==> src/rtl/mult4_acc.sv <==
// mult4_acc: accumulates LEN consecutive 8-bit products from the 4x4
// multiplier into an ACC_W-bit sum.
// Products arrive on a valid/ready input handshake.
// The finished sum is offered on a valid/ready output handshake.
// Optional build macro: MULT4_ACC_SAT_EN.
//   Defined:   on a carry the sum clamps to all-ones.
//   Undefined: the sum wraps modulo 2^ACC_W.
// In both builds ovf records that a carry occurred during the batch.
module mult4_acc #(
    parameter int ACC_W = 12,
    parameter int LEN   = 4
) (
    input  logic             clk,
    input  logic             rst,
    input  logic             in_valid,
    output logic             in_ready,
    input  logic [7:0]       prod,
    input  logic             clear,
    output logic             out_valid,
    input  logic             out_ready,
    output logic [ACC_W-1:0] acc_out,
    output logic             ovf,
    output logic [7:0]       cnt
);

    typedef enum logic {
        ACCUM = 1'b0,
        HOLD  = 1'b1
    } state_t;

    // Count value at which the next accept completes the batch.
    localparam logic [7:0] LAST = 8'(LEN - 1);

    state_t           state;
    state_t           state_nxt;
    logic [ACC_W-1:0] acc;
    logic [ACC_W-1:0] acc_add;
    logic [ACC_W:0]   sum;
    logic             carry;
    logic             accept;
    logic             rel;

    // One bit wider than the accumulator so that the top bit is the carry.
    assign sum   = {1'b0, acc} + {{(ACC_W - 7){1'b0}}, prod};
    assign carry = sum[ACC_W];

    // Value loaded into the accumulator on an accept.
    always_comb begin
`ifdef MULT4_ACC_SAT_EN
        acc_add = carry ? {ACC_W{1'b1}} : sum[ACC_W-1:0];
`else
        acc_add = sum[ACC_W-1:0];
`endif
    end

    // Next state and handshake decode.
    // in_ready and out_valid depend only on the registered state.
    always_comb begin
        // NOTE: every signal gets a default first, so no path through the case leaves one unassigned and infers a latch.
        state_nxt = state;
        in_ready  = 1'b0;
        out_valid = 1'b0;
        accept    = 1'b0;
        rel       = 1'b0;
        case (state)
            ACCUM: begin
                in_ready = 1'b1;
                accept   = in_valid && !clear;
                if (accept && cnt == LAST) begin
                    state_nxt = HOLD;
                end
            end
            HOLD: begin
                out_valid = 1'b1;
                rel       = out_ready;
                if (out_ready) begin
                    state_nxt = ACCUM;
                end
            end
            default: state_nxt = ACCUM;
        endcase
        // clear aborts the batch from either state and discards a held result.
        if (clear) begin
            state_nxt = ACCUM;
        end
    end

    // State register.
    always_ff @(posedge clk or posedge rst) begin
        // NOTE: registers update with <= so every flop samples pre-edge values, whatever order the statements are in.
        if (rst) begin
            state <= ACCUM;
        end else begin
            state <= state_nxt;
        end
    end

    // Accumulator, count and sticky overflow.
    // clear and release take priority over accept.
    always_ff @(posedge clk or posedge rst) begin
        // NOTE: reset drops the batch immediately and asynchronously, so no result is ever produced for it.
        if (rst) begin
            acc <= '0;
            cnt <= '0;
            ovf <= 1'b0;
        end else if (clear || rel) begin
            acc <= '0;
            cnt <= '0;
            ovf <= 1'b0;
        end else if (accept) begin
            acc <= acc_add;
            cnt <= cnt + 8'd1;
            ovf <= ovf | carry;
        end
    end

    assign acc_out = acc;

endmodule
==> config.mk <==
export PLATFORM = sky130hd
export DESIGN_NAME = mult4_acc
export DESIGN_NICKNAME = d
export VERILOG_FILES = /design/src/rtl/mult4_acc.sv
export SDC_FILE = /design/constraint.sdc
export NUM_CORES = 1
export LEC_CHECK = 0
export ABC_AREA = 1
export CORE_ASPECT_RATIO = 1.1
export CORE_UTILIZATION = 45
export DETAILED_ROUTE_END_ITERATION = 8
export DONT_BUFFER_PORTS = 1
export GPL_ROUTABILITY_DRIVEN = 0
export SKIP_CTS_REPAIR_TIMING = 1
export SLEW_MARGIN = 0
export SYNTH_ARGS = -nofsm -noshare
export SYNTH_HDL_FRONTEND = slang
export SYNTH_SLANG_ARGS = --single-unit
==> constraint.sdc <==
create_clock -name clk -period 3.1 [get_ports clk]
set_input_delay 0.31 -clock clk [delete_from_list [all_inputs] [get_ports clk]]
set_output_delay 0.31 -clock clk [all_outputs]
set_load 0.01 [all_outputs]
==> impl_metrics.ini <==
[run_status]
outcome = finished clean

[yosys]
synth_top_area_share_pct = 37.8
synth_edf_count = 0
syn-cell-area_um2 = 1460
synthTopCellsByArea = dfrtp_1, nand2_1, ha_1
post_synth_num_cell_types = 30
synth_top_area_cell = dfrtp_1
syn_area_per_cell_um2 = 7.66
async_flop_share_pct = 100
syn_inst = 190
yosys_warnings = 0
synth_ff_type = dfrtp_1
yosysSeqAreaShare_pct = 37.8
synth_nets = 213
synth-seq-cells = 22

[power_and_ir_drop]
ir_worst_vdd_mv = 0.236
cellPowerDensity_nw_per_um2 = 531
cellLeakagePower_nw = 0.748
p_switching_mw = 0.281
p_comb_share_pct = 27.0
internal-power_mw = 0.532
p_clk_share_pct = 27.7
switching_share_pct = 34.6
p_seq_share_pct = 45.3

[die]
fp.dieW_um = 56.2
die_area_um2 = 3470
coreArea_um2 = 3070
start_util_pct = 47.3
row_count = 21
die_height_um = 61.6
ios = 36

[clocking]
numClockSinks = 22
htree_levels = 1
cts_buffers = 3
clk_pin_slew_ps = 130
cts_tree = yes
clockBufferDepth = 2
clock-root-buffer = clkbuf_4
clkLatencyLatePin_ps = 320

[sta]
period_share_pct = 57.3
rsz0062_at_grt = false
fmax_mhz = 563
min_period_ps = 1780
finalHoldViolations = 0
finalSetupTns_ps = 0
max_slew.worst_pin.slew_ps = 870
slew_violations = 0
setup_ws_ps = 1320
slew_headroom_pct = 41.9
fin_skew_ps = 1.87
setup_violations = 0

[worst_hold_path]
hold_path.class = input port to async pin

[detailed_routing]
drt-total-wl_um = 3040
drc = 0
drt_iter0_markers = 31
vias_per_cell = 5.39
wire_per_inst_um = 13.5
vias = 1219
antenna_left = 0
first_pass_iters = 4

[cells_and_area]
area_growth_pct = 5.25
n_antenna_cell = 0
layout.nets = 216
fill_cells = 302
final_common_cell = nand2_1
drive_gt1_share_pct = 12.5
layout_common_cells = nand2_1, inv_1, dfrtp_1

[critical_path]
cp_num_buf_inv = 0
crit_path_end_kind = flop
worstPathRequired_ps = 3360
cp_max_fo = 4
cp.depth = 9
cp.arrival_ps = 2030
cp_slowest_cell = dfrtp_1
critPathMaxStageDelay_ps = 450
r2r_cells = 9
critPathLaunchType = flop
crit_chain = ha_1 > fa_1 > nand2_1 > nand3_1 > nand3_1 > nand2_2 > nand2_1 > o21ai_0 > nor2_1
critPathTopFamily = adder cells
setup.worst_path.class = flop to flop

[grt]
grt_pass1_wl_um = 4990
gr-total-overflow = 0
antenna_found_initial = 0
grt_max_degree = 23
grt_pass1_vias = 1082
met1_usage_pct = 24.5
use_met2_pct = 32.5
grt_most_used_layer = met2
use_met3_pct = 3.36
grtUsageTotal_pct = 19.1

[placement]
preCtsSetupSlack_ps = 1340
io_buffers = 0
dp_hpwl_um = 2320

[job]
max-cap-violations = 0
[power by group through the flow]
| stage | logic (mW) | clock network [mW] | registers, mW |
|---|---|---|---|
| CTS | 0.222 | 0.229 | 0.370 |
| finish | 0.219 | 0.225 | 0.368 |
| global route | 0.255 | 0.238 | 0.375 |
| detailed placement | 0.221 | 0 | 0.376 |
| global placement | 0.215 | 0 | 0.374 |
| floorplan | 0.184 | 0 | 0.365 |
[registers in the layout (all words and copies together) (netlist names)]
signal	cells
state	1
acc_out	12
ovf	1
cnt	8
[metrics by stage]
| step | power [mW] | cell area, µm² | hold WS (ps) | std cells | utilization [%] |
|---|---|---|---|---|---|
| final | 0.813 | 1530 | 44.5 | 226 | 49.8 |
| after global routing | 0.867 | 1530 | 122 | 226 | 49.8 |
| after CTS | 0.820 | 1530 | 69.4 | 226 | 49.8 |
| after detailed placement | 0.596 | 1480 | 435 | 222 | 48.1 |
| after global placement | 0.589 | 1480 | 427 | 222 | 48.1 |
| after floorplan | 0.549 | 1460 | 299 | 190 | - |
[layout make-up]
class	count	area, µm²	area share, %
inverters	26	97.6	6.37
well taps	34	42.5	2.78
clock buffers	3	22.5	1.47
multi-input cells	139	781	51.0
repair buffers	1	7.51	0.490
flip-flops and latches	22	551	35.9
clock inverters	1	30.0	1.96
[Yosys cell counts, types with 2 or more instances]
cell type   n
nand3_2     2
xor2_1      2
inv_1      22
ha_1        9
a22o_2      3
nor2_1     20
nand2_1    52
nor3_1      2
buf_4       2
dfrtp_1    22
nand2_2     3
a21oi_1    11
inv_2       4
o21ai_0     9
nor2_4      2
nand3_1    11
[layer usage]
layer	wire, µm	up-vias
li1	-	619
met4	47	0
met3	182	5
met2	1410	34
met5	0	-
met1	1410	561
[worst reg2reg max path, stage by stage, from the launching register on]
cell and delay [ps]:
dfrtp_1 450, ha_1 240, fa_1 390, nand2_1 90
nand3_1 100, nand3_1 90, nand2_2 90, nand2_1 90
o21ai_0 70, nor2_1 100
[logic make-up (layout without fill, tap and decap cells)]
group	count (synthesis)	after routing	share of synthesized area, %
simple gates	98	98	30.7
compound gates	29	29	12.6
buf+inv	29	31	8.51
flops	22	22	37.8
fa+ha+maj	10	10	9.11
xor+xnor	2	2	1.20
[final timing paths]
path	from	end	slack [ps]
max in group asynchronous	rst	acc_out[2]	2530
min reg2reg	ovf	ovf	590
max reg2reg	acc_out[0]	acc_out[8]	1320
max	acc_out[0]	acc_out[8]	1320
min	rst	acc_out[5]	40
min in group clk	in_valid	cnt[0]	210
(Power assumes the default switching activity.)
